$ cat config.mk
export PLATFORM = sky130hd
export DESIGN_NAME = eth_tx_arbiter
export DESIGN_NICKNAME = d
export VERILOG_FILES = /design/src/rtl/eth_tx_pkg.sv /design/src/rtl/eth_tx_prio_rr.sv /design/src/rtl/eth_tx_arbiter.sv
export SDC_FILE = /design/constraint.sdc
export NUM_CORES = 1
export LEC_CHECK = 0
export CAP_MARGIN = 10
export CORE_MARGIN = 10
export CORE_UTILIZATION = 40
export CTS_BUF_LIST = sky130_fd_sc_hd__clkbuf_8
export DETAILED_ROUTE_END_ITERATION = 16
export PLACE_DENSITY = 0.64
export SLEW_MARGIN = 10
export SYNTH_ARGS = -nofsm -noshare
export SYNTH_HDL_FRONTEND = slang
export SYNTH_SLANG_ARGS = --single-unit
$ cat constraint.sdc
create_clock -name clk -period 3.2 [get_ports clk]
set_clock_uncertainty 0.2 [all_clocks]
set_input_delay 0.64 -clock clk [delete_from_list [all_inputs] [get_ports clk]]
set_output_delay 0.64 -clock clk [all_outputs]
set_load 0.005 [all_outputs]
$ cat src/rtl/eth_tx_pkg.sv
// Shared encodings and default timing for the GMII transmit arbiter.
// Source codes double as the active_src output value.
package eth_tx_pkg;

  localparam logic [1:0] SRC_NONE = 2'b00;
  localparam logic [1:0] SRC_ARP  = 2'b01;
  localparam logic [1:0] SRC_ICMP = 2'b10;
  localparam logic [1:0] SRC_UDP  = 2'b11;

  localparam logic [1:0] ST_IDLE  = 2'd0;
  localparam logic [1:0] ST_GRANT = 2'd1;
  localparam logic [1:0] ST_SEND  = 2'd2;
  localparam logic [1:0] ST_GAP   = 2'd3;

  localparam int IFG_CYC_DEF       = 12;
  localparam int START_TIMEOUT_DEF = 1023;
  localparam int MAX_FRAME_CYC_DEF = 1530;

  localparam int CNT_W = 11;
  localparam int GAP_W = 8;

endpackage

$ cat src/rtl/eth_tx_prio_rr.sv
// Grant selection: ARP has fixed top priority, ICMP and UDP alternate on a tie.
// Purely combinational; the caller owns rr_last.
module eth_tx_prio_rr
  import eth_tx_pkg::*;
(
  input  logic       arp_req,
  input  logic       icmp_req,
  input  logic       udp_req,
  input  logic [1:0] rr_last,
  output logic [1:0] winner
);

  always_comb begin
    winner = SRC_NONE;
    if (arp_req) begin
      winner = SRC_ARP;
    end else if (icmp_req && udp_req) begin
      winner = (rr_last == SRC_ICMP) ? SRC_UDP : SRC_ICMP;
    end else if (icmp_req) begin
      winner = SRC_ICMP;
    end else if (udp_req) begin
      winner = SRC_UDP;
    end
  end

endmodule

$ cat src/rtl/eth_tx_arbiter.sv
// Frame-level arbiter for the shared GMII TX path (ARP, ICMP, UDP generators).
// Holds a grant for a whole frame, enforces the inter-frame gap, and revokes stuck or overlong owners.
//
// state | meaning
// IDLE  | sampling requests, no owner
// GRANT | owner chosen, waiting for its first tx_en
// SEND  | owner's bytes forwarded to the registered output
// GAP   | output held idle for IFG_CYC cycles
module eth_tx_arbiter
  import eth_tx_pkg::*;
#(
  parameter int IFG_CYC       = IFG_CYC_DEF,
  parameter int START_TIMEOUT = START_TIMEOUT_DEF,
  parameter int MAX_FRAME_CYC = MAX_FRAME_CYC_DEF
) (
  input  logic       clk,
  input  logic       resetn,
  input  logic       arp_req,
  output logic       arp_gnt,
  input  logic       arp_gmii_tx_en,
  input  logic [7:0] arp_gmii_txd,
  input  logic       icmp_req,
  output logic       icmp_gnt,
  input  logic       icmp_gmii_tx_en,
  input  logic [7:0] icmp_gmii_txd,
  input  logic       udp_req,
  output logic       udp_gnt,
  input  logic       udp_gmii_tx_en,
  input  logic [7:0] udp_gmii_txd,
  output logic       gmii_txd_valid,
  output logic [7:0] gmii_txd_data,
  output logic       busy,
  output logic [1:0] active_src,
  output logic       timeout_err,
  output logic       overlong_err
);

  localparam logic [CNT_W-1:0] START_LIM = CNT_W'(START_TIMEOUT - 1);
  localparam logic [CNT_W-1:0] LEN_LIM   = CNT_W'(MAX_FRAME_CYC);
  localparam logic [GAP_W-1:0] GAP_LIM   = GAP_W'(IFG_CYC - 1);

  logic [1:0]       state;
  logic [1:0]       gnt_src;
  logic [1:0]       rr_last;
  logic [1:0]       winner;
  logic [CNT_W-1:0] start_cnt;
  logic [CNT_W-1:0] len_cnt;
  logic [GAP_W-1:0] gap_cnt;
  logic             sel_req;
  logic             sel_tx_en;
  logic [7:0]       sel_txd;

  eth_tx_prio_rr u_prio (
    .arp_req  (arp_req),
    .icmp_req (icmp_req),
    .udp_req  (udp_req),
    .rr_last  (rr_last),
    .winner   (winner)
  );

  // Only the owner's lines are ever looked at; everyone else is masked here.
  always_comb begin
    sel_req   = 1'b0;
    sel_tx_en = 1'b0;
    sel_txd   = 8'h00;
    case (gnt_src)
      SRC_ARP: begin
        sel_req   = arp_req;
        sel_tx_en = arp_gmii_tx_en;
        sel_txd   = arp_gmii_txd;
      end
      SRC_ICMP: begin
        sel_req   = icmp_req;
        sel_tx_en = icmp_gmii_tx_en;
        sel_txd   = icmp_gmii_txd;
      end
      SRC_UDP: begin
        sel_req   = udp_req;
        sel_tx_en = udp_gmii_tx_en;
        sel_txd   = udp_gmii_txd;
      end
      default: ;
    endcase
  end

  always_ff @(posedge clk or negedge resetn) begin
    if (!resetn) begin
      state          <= ST_IDLE;
      gnt_src        <= SRC_NONE;
      rr_last        <= SRC_ICMP;
      start_cnt      <= '0;
      len_cnt        <= '0;
      gap_cnt        <= '0;
      gmii_txd_valid <= 1'b0;
      gmii_txd_data  <= 8'h00;
      timeout_err    <= 1'b0;
      overlong_err   <= 1'b0;
    end else begin
      timeout_err    <= 1'b0;
      overlong_err   <= 1'b0;
      gmii_txd_valid <= 1'b0;
      gmii_txd_data  <= 8'h00;
      case (state)
        ST_IDLE: begin
          if (winner != SRC_NONE) begin
            gnt_src   <= winner;
            start_cnt <= '0;
            state     <= ST_GRANT;
            if (winner != SRC_ARP) rr_last <= winner;
          end
        end
        ST_GRANT: begin
          // The first byte arrives with the tx_en that moves us to SEND, so capture it here.
          if (sel_tx_en) begin
            gmii_txd_valid <= 1'b1;
            gmii_txd_data  <= sel_txd;
            len_cnt        <= CNT_W'(1);
            state          <= ST_SEND;
          end else if (!sel_req) begin
            gnt_src <= SRC_NONE;
            state   <= ST_IDLE;
          end else if (start_cnt >= START_LIM) begin
            gnt_src     <= SRC_NONE;
            timeout_err <= 1'b1;
            state       <= ST_IDLE;
          end else begin
            start_cnt <= start_cnt + 1'b1;
          end
        end
        ST_SEND: begin
          if (!sel_tx_en) begin
            gnt_src <= SRC_NONE;
            gap_cnt <= '0;
            state   <= ST_GAP;
          end else if (len_cnt >= LEN_LIM) begin
            gnt_src      <= SRC_NONE;
            overlong_err <= 1'b1;
            gap_cnt      <= '0;
            state        <= ST_GAP;
          end else begin
            gmii_txd_valid <= 1'b1;
            gmii_txd_data  <= sel_txd;
            len_cnt        <= len_cnt + 1'b1;
          end
        end
        ST_GAP: begin
          if (gap_cnt >= GAP_LIM) state <= ST_IDLE;
          else gap_cnt <= gap_cnt + 1'b1;
        end
        default: state <= ST_IDLE;
      endcase
    end
  end

  assign arp_gnt    = (gnt_src == SRC_ARP);
  assign icmp_gnt   = (gnt_src == SRC_ICMP);
  assign udp_gnt    = (gnt_src == SRC_UDP);
  assign active_src = gnt_src;
  assign busy       = (state != ST_IDLE);

endmodule

* Word-level counts from Yosys, hierarchy flattened
Cells that the tools add are included.
** Operators by class
- Magnitude comparators :: 3
- Muxes and demuxes :: 49
- Reductions and logical operators :: 14
- Equality and inequality tests :: 20
- $add $sub $neg :: 3
** Operators by type and width (count)
- 11-bit 2-to-1 mux :: 7
- 8-bit 2-to-1 mux :: 6
- 11-bit one-hot mux with 2 select lines :: 2
- 8-bit one-hot mux with 2 select lines :: 2
- 2-bit 2-to-1 mux :: 15
- 8-bit one-hot mux with 3 select lines :: 1
- 11-bit by 1-bit adder with 11-bit output (second input constant) :: 2
- 2-bit inequality test (second input constant) :: 9
- 11-bit by 10-bit >= comparator with 1-bit output (second input constant) :: 1
- 11-bit >= comparator (second input constant) :: 1
- 1-bit 2-to-1 mux :: 11
- 2-bit equality test (second input constant) :: 5
- 5-bit AND reduction :: 2
- 2-bit nonzero test :: 5
- 8-bit by 1-bit adder with 8-bit output (second input constant) :: 1
- 8-bit by 4-bit >= comparator with 1-bit output (second input constant) :: 1
- 2-bit one-hot mux with 4 select lines :: 1
- 4-bit AND reduction :: 2
- 3-bit inequality test (second input constant) :: 2
- 1-bit one-hot mux with 3 select lines :: 2
- 2-bit one-hot mux with 3 select lines :: 1
- 3-bit AND reduction :: 2
- 2-bit by 1-bit equality test with 1-bit output (second input constant) :: 2
- 4-bit inequality test (second input constant) :: 1
- 5 further kinds :: 5
** Storage, ports and cells
- Output and inout bits :: 17
- Register bits :: 47
- Bits of input ports :: 32

* Longest topological paths before layout
Gate-level depths: netlist of run 1.
- Depth after elaboration :: 7
- Gate-level depth with buffers :: 8
- Mapped depth without buffers :: 7

* Hierarchy
From an unflattened synthesis of run 1, not the netlist that was laid out.
** Second synthesis, totals
- Cell total of the unflattened synthesis :: 283
- Area total of the unflattened synthesis :: 2693.8 um^2
** By module, submodules not included
- eth_tx_arbiter :: instances 1, cells an instance 277, area each 2660.1 um^2, sequential area each 1177.4 um^2
- eth_tx_prio_rr :: instances 1, cells an instance 6, area each 33.8 um^2, sequential area each 0.0 um^2

* Worst setup path before layout of run 1
OpenSTA, ideal clock, no wires.
- Path type :: in2reg
- Start :: input udp_req
- End :: register start_cnt[5]
- Cell stages on the path :: 6
- Arrival :: 1979 ps
- Path buffers :: 1
- Required time :: 2881 ps
- Library setup time :: 119 ps
- Slack :: 902 ps
- Cell sequence :: nor4b_1 > nor3_1 > a41oi_1 > buf_2 > mux2i_1 > nand2_1
** On the way
- Longest elaborated chain between the ends :: 7
- Elaborated cells between the ends (all ways) :: 10
** RTL lines
- from (decl) :: RTL line eth_tx_arbiter.sv:26 : input logic udp_req,
- 2-bit 2-to-1 mux :: RTL line eth_tx_prio_rr.sv:21 : end else if (udp_req) begin
- 2-bit 2-to-1 mux :: RTL line eth_tx_prio_rr.sv:19 : end else if (icmp_req) begin
- 2-bit 2-to-1 mux :: RTL line eth_tx_prio_rr.sv:17 : end else if (icmp_req && udp_req) begin
- 2-bit 2-to-1 mux :: RTL line eth_tx_prio_rr.sv:15 : if (arp_req) begin
- 2-bit nonzero test :: RTL line eth_tx_arbiter.sv:105 : if (winner != SRC_NONE) begin
- 2-bit inequality test (no line)
- 5-bit AND reduction (no line) *
- to (signal assigned) :: RTL line eth_tx_arbiter.sv:127 : start_cnt <= start_cnt + 1'b1;
- to (decl) :: RTL line eth_tx_arbiter.sv:46 : logic [CNT_W-1:0] start_cnt;
Mark *: on every way between the ends. The rest lies on a longest branch, timed or not.
A chain may end at the register's enable or synchronous reset.

* Worst setup path after layout of run 1
- Start :: register gnt_src[0], in the netlist active_src[0]
- End :: output arp_gnt
** On the way
- Longest elaborated chain between the ends :: 1
** RTL lines
- from (decl) :: RTL line eth_tx_arbiter.sv:43 : logic [1:0] gnt_src;
- from (signal assigned) :: RTL line eth_tx_arbiter.sv:106 : gnt_src <= winner;
- 2-bit by 1-bit equality test with 1-bit output :: RTL line eth_tx_arbiter.sv:155 : assign arp_gnt = (gnt_src == SRC_ARP);
- to (decl) :: RTL line eth_tx_arbiter.sv:19 : output logic arp_gnt,
Every way passes these cells.

==> metrics, run 1 <==
CP peak stage delay around 0.56 ns; clock tree from TritonCTS yes; first-pass GRT wire length between 10000 and 15000 um; fillers just under 600; Seq/Total Area, Yosys 44.9%; Mapped Area between 2000 and 3000 um^2; I/O pin count 49; M1 GR Usage roughly 15%; clock latency on the worst-skew pair about 0.30 ns; gr usage total 12.2%; Pins Over Slew Limit 0; largest net degree at the start of global routing 30; Max-slew headroom a little over half; Setup crit end kind output pin; Syn. warnings 0; final hold slack 0.156 ns; Max rail drop VDD approximately 0.34 mV; Post-Route Setup TNS 0 ns; # rows 29; DIE AREA just over 10000 um^2; Routed WL between 6000 and 7000 um; Synth top area share a little over two fifths; Worst path slowest cell dfrtp_1; drt initial violations 87; CTS resizes 0; Yosys top cell by area dfrtp_1; area grow syn2layout 25.7%; DRC violations left 0; Critical Path RT between 2 and 2.5 ns; cts hold-fix bufs 0; GR Layer Usage met2 approximately a fifth; Max Freq between 300 and 400 MHz; crit path max fanout 10; CP delay by family, top buffers and inverters; gpl congestion slightly above 0.8; top_reg_cell synth dfrtp_1; DR vias/cell 5.55; H-tree depth 2; max-cap violation count 0; final setup fails 0; Initial Util 41.3%; RSZ-0062 raised after global routing no; Die H about 100 um; # Post-CTS Setup Buffers 0; Netlist cell types 48; syn_area_per_cell between 9 and 10 um^2; Post-DP Area around 3200 um^2; design area 3300 um^2; Mapped Nets about 330; Final HPWL DP approximately 4600 um; Period minus WS final roughly 2.7 ns; clk sink count 47; Die X between 100 and 150 um; mean routed wirelength per cell 15.1 um; Worst-Margin Slew 0.688 ns; clock slew at reported path FFs ~0.090 ns; total core area about 6300 um^2; Final ANT Viol Nets 0; vias in the first global route 2261; total number of vias 2299; ANT cells 0; Hold Violations, Final 0; Arrival @ worst endpoint between 1.5 and 2 ns; initial antenna violation count 0; clock root buffer clkbuf_8; Placed Cells about 400; layout cell share with drive strength beyond 1 under 10%; GRT overflow 0; routing usage on met3 5.08%; Final Cycle Share about 83%; EDFF count, synth 0; DRT Pass-1 Iters 4; register area ~1200 um^2; Buf/Inv on CP 2; non-filler instance count after layout roughly 410; Net count, final between 300 and 400; status finished, final reports clean; top post-synthesis cells by area dfrtp_1, mux2i_1, nor2_1; Post-Synthesis Cells 284; gr busiest metal met2; pwr dens just over 700 nW/um^2; number of buffers added on ports between 40 and 50; FF+latch count, synth between 40 and 50; CP Class flip-flop to output pin; Critical Path, Cell by Cell nor2b_1 > buf_4 > clkdlybuf4s50_1; area of the multi-input gates 1330 um^2; Hold Crit Class primary input to async pin; Setup crit start kind flip-flop; CTS Buffer Depth 2; Leak Pwr between 1 and 1.5 nW; cts bufs inserted 5; ys async rst share between 90% and 100%
[cell usage in the layout (no fill, tap or decap), drive strengths merged, types with 9 or more instances in the layout]
| cell type | instances |
|---|---|
| clkdlybuf4s50 | 47 |
| dfrtp | 46 |
| nor2 | 33 |
| a21oi | 20 |
| nand2 | 18 |
| inv | 17 |
| nand3 | 16 |
| mux2i | 14 |
| o21ai | 14 |
| ha | 9 |
[stage by stage]
step                setup WS (ns)  util [%]  total power, W
floorplan                   0.902         -         0.00159
global placement            0.418      50.3         0.00195
detailed placement          0.374      50.3         0.00197
CTS                         0.519      51.9         0.00236
global route                0.445      51.9         0.00254
finish                      0.537      51.9         0.00234
[power by group]
part           switching (W)  leakage [nW]  internal, W
Clock               0.000200        0.0557     0.000194
Combinational       0.000572         0.755     0.000488
Sequential          0.000164         0.624     0.000726
[cell type report]
type	instances	share of cell area, %
clock inverter	1	0.114
multi-input combinational	211	40.5
inverter	16	1.82
timing repair buffer	55	16.0
clock buffer	7	2.92
sequential	47	35.7
tap	77	2.92
[Yosys cell counts (2+ instances only)]
library cell / instances
nand3b_1: 2
nor2b_1: 3
ha_1: 9
nor2_1: 33
o31ai_1: 2
dfrtp_1: 46
o41ai_1: 3
nand4_1: 7
and4_1: 3
inv_1: 16
or3_1: 7
clkbuf_1: 3
mux2_2: 4
a41oi_1: 3
nor4_1: 3
a22o_1: 2
nor3b_1: 2
mux2i_1: 14
and2_1: 3
nor3_1: 5
o211ai_1: 3
nand4b_1: 2
and3_1: 5
nand2_1: 18
a21bo_2: 2
nand2b_1: 5
nand3_1: 16
a31oi_1: 8
a21oi_1: 20
o21ai_0: 13
buf_2: 5
[path summary, 6_finish.rpt]
| kind | cells past startpoint | slack [ns] | from | end |
|---|---|---|---|---|
| hold reg to reg | 2 | 0.30 | rr_last[1]$_DFFE_PN1P_ | rr_last[1]$_DFFE_PN1P_ |
| setup / recovery | 3 | 0.54 | active_src[0]$_DFFE_PN0P_ | arp_gnt |
| min in group clk | 2 | 0.30 | rr_last[1]$_DFFE_PN1P_ | rr_last[1]$_DFFE_PN1P_ |
| max in group asynchronous | 2 | 1.87 | resetn | rr_last[1]$_DFFE_PN1P_ |
| hold / removal | 1 | 0.16 | resetn | len_cnt[4]$_DFFE_PN0P_ |
| setup reg to reg | 7 | 0.66 | len_cnt[0]$_DFFE_PN0P_ | len_cnt[3]$_DFFE_PN0P_ |
[metal layers]
layer / vias to the layer above / part of all wire [%]
met5: - / 0
met4: 0 / 0.59
met3: 3 / 7.4
met2: 51 / 45
met1: 1099 / 47
li1: 1146 / -
[logic make-up (layout without fill, tap and decap cells)]
family	after synthesis	count (layout)	synth area share [%]
AND/OR/NAND/NOR	119	119	23.6
adder cells (fa/ha/maj)	9	9	4.29
multiplexers	18	18	7.06
flip-flops	47	47	44.9
buffers and inverters	26	79	4.25
AO/OA/AOI/OAI	65	65	15.9
[sequential cells by signal, summed over array words and instances (netlist names), named ones only]
signal	flops
active_src	2
gmii_txd_valid	1
len_cnt	11
timeout_err	1
gap_cnt	8
start_cnt	11
gmii_txd_data	8
rr_last	2
state	1
overlong_err	1
(Power assumes the default switching activity.)
==> run 2: changes to the inputs <==
- clock period: 3.2 -> 2.5 ns (I/O delays scaled with it)
==> run 2 against run 1 <==
Flip-flop and latch count is the same; wire length grew 5.3%; worst setup slack lost 0.44 ns; power grew 36%; core utilization grew 3.2 points; sequential power grew 24%; critical path depth grew 1; combinational power grew 55%; clock power grew 14%; cell area grew 6.1%; via count grew 4.6%; highest routed layer unchanged; global-route usage grew 1.1 points.
==> metrics, run 2 (synthesis gave the netlist of run 1 again) <==
status finished, final reports clean; area grow syn2layout 33.3%; gr usage total between 10% and 20%; cts bufs inserted 5; CTS Buffer Depth 2; Max rail drop VDD roughly 0.45 mV; number of buffers added on ports between 40 and 50; Arrival @ worst endpoint 1.70 ns; final hold slack around 0.30 ns; DR vias/cell about 5.5; clk sink count between 40 and 50; total number of vias 2404; Leak Pwr between 1.5 and 2 nW; pwr dens between 900 and 1000 nW/um^2; Hold Crit Class flip-flop to flip-flop; Critical Path RT roughly 1.8 ns; Worst-Margin Slew just over 0.7 ns; H-tree depth 2; Period minus WS final about 2.4 ns; Setup WS pre-CTS -0.0843 ns; total core area between 6000 and 7000 um^2; RSZ-0062 raised after global routing no; # rows 29; clock slew at reported path FFs roughly 0.090 ns; clock root buffer clkbuf_8; layout cell share with drive strength beyond 1 14.5%; clock latency on the worst-skew pair 0.30 ns; most frequent cells in the layout clkdlybuf4s50_1, dfrtp_1, nor2_1; design area approximately 3500 um^2; initial antenna violation count 0; DRT Pass-1 Iters 5; mean routed wirelength per cell between 15 and 20 um; gr busiest metal met2; routing usage on met3 roughly 5.3%; Setup crit end kind output pin; Hold Violations, Final 0; max-cap violation count 0; largest net degree at the start of global routing 27; DRC violations left 0; drt initial violations ~100; GRT overflow 0; Routed WL 6600 um; Final Cycle Share between 90 and 100%; Setup crit start kind flip-flop; top flop regs len_cnt (11), start_cnt (11); ANT cells 0; Pins Over Slew Limit 0; I/O pin count between 40 and 50; Initial Util 41.3%; M1 GR Usage 18.0%; gpl congestion slightly above 0.8; setup ws final between 0.1 and 0.15 ns; clock tree from TritonCTS yes; Final ANT Viol Nets 0; Max-slew headroom a little over half; Die H about 100 um; CP Class flip-flop to output pin; Post-DP Area roughly 3400 um^2; crit path max fanout 4; Die X slightly above 100 um; most common cell after layout, fill and taps aside clkdlybuf4s50_1; vias in the first global route 2313; Final HPWL DP between 5000 and 6000 um; final setup fails 0; GR Layer Usage met2 around 19%; Max Freq between 400 and 500 MHz; first-pass GRT wire length ~11000 um; Net count, final between 300 and 400; DIE AREA approximately 10000 um^2
## run 2: cell types whose count changed in the layout (fill, tap and decap cells not counted), sizes merged
cell	delta
clkinv	+1
buf	+21
clkinvlp	+1
dlygate4sd3	+1
clkbuf	-2
## run 2: power breakdown
part	internal [W]	total (W)	switching, W
Sequential	0.000932	0.00110	0.000166
Clock	0.000192	0.000451	0.000259
Combinational	0.000805	0.00164	0.000839
Total	0.00193	0.00319	0.00126
## run 2: path summary, 6_finish.rpt
check	to	from	slack, ns	depth (start not counted)
max in group asynchronous	active_src[0]$_DFFE_PN0P_	resetn	1.06	3
min in group asynchronous	len_cnt[4]$_DFFE_PN0P_	resetn	0.51	2
setup reg to reg	len_cnt[8]$_DFFE_PN0P_	len_cnt[1]$_DFFE_PN0P_	0.15	7
hold / removal	rr_last[1]$_DFFE_PN1P_	rr_last[1]$_DFFE_PN1P_	0.30	2
setup / recovery	busy	state[0]$_DFFE_PN0P_	0.10	4
hold reg to reg	rr_last[1]$_DFFE_PN1P_	rr_last[1]$_DFFE_PN1P_	0.30	2
## run 2: area by class of cell
type / instances / area (um^2)
Fill cell: 582 / 2850
Multi-Input combinational cell: 211 / 1370
Sequential cell: 47 / 1180
Timing Repair Buffer: 77 / 708
Tap cell: 77 / 96.3
Clock buffer: 5 / 68.8
Inverter: 16 / 60.1
Clock inverter: 3 / 16.3
## run 2: metrics by stage
stage          instances  total power [W]  TNS (ns)  utilization, %
6_report             436          0.00319         0            55.1
5_1_grt              436          0.00346         0            55.1
4_1_cts              435          0.00317         0            54.4
3_5_place_dp         426          0.00271    -0.288            52.9
3_3_place_gp         426          0.00268    -0.133            52.9
2_1_floorplan        284          0.00204         0               -
## run 2: what timing repair did
action | in CTS | in global routing
endpoints found under the hold margin | 20 | 0
buffers inserted | 0 | 1
hold buffers | 1 | 0
setup endpoints to repair | 0 | 11
gates resized for setup | 0 | 8
## run 2: worst max-delay path: stages, from the launching register on
cell	delay, ns
dfrtp_1	0.42
inv_1	0.09
ha_1	0.27
inv_2	0.12
clkdlybuf4s50_1	0.51
## run 2: metal layers
| layer | part of all wire (%) | routed length, um | vias to the layer above |
|---|---|---|---|
| met5 | 0 | 0 | - |
| met4 | 0.59 | 39 | 0 |
| met3 | 7.9 | 519 | 6 |
| met2 | 44 | 2910 | 63 |
| met1 | 47 | 3130 | 1151 |
| li1 | - | - | 1184 |
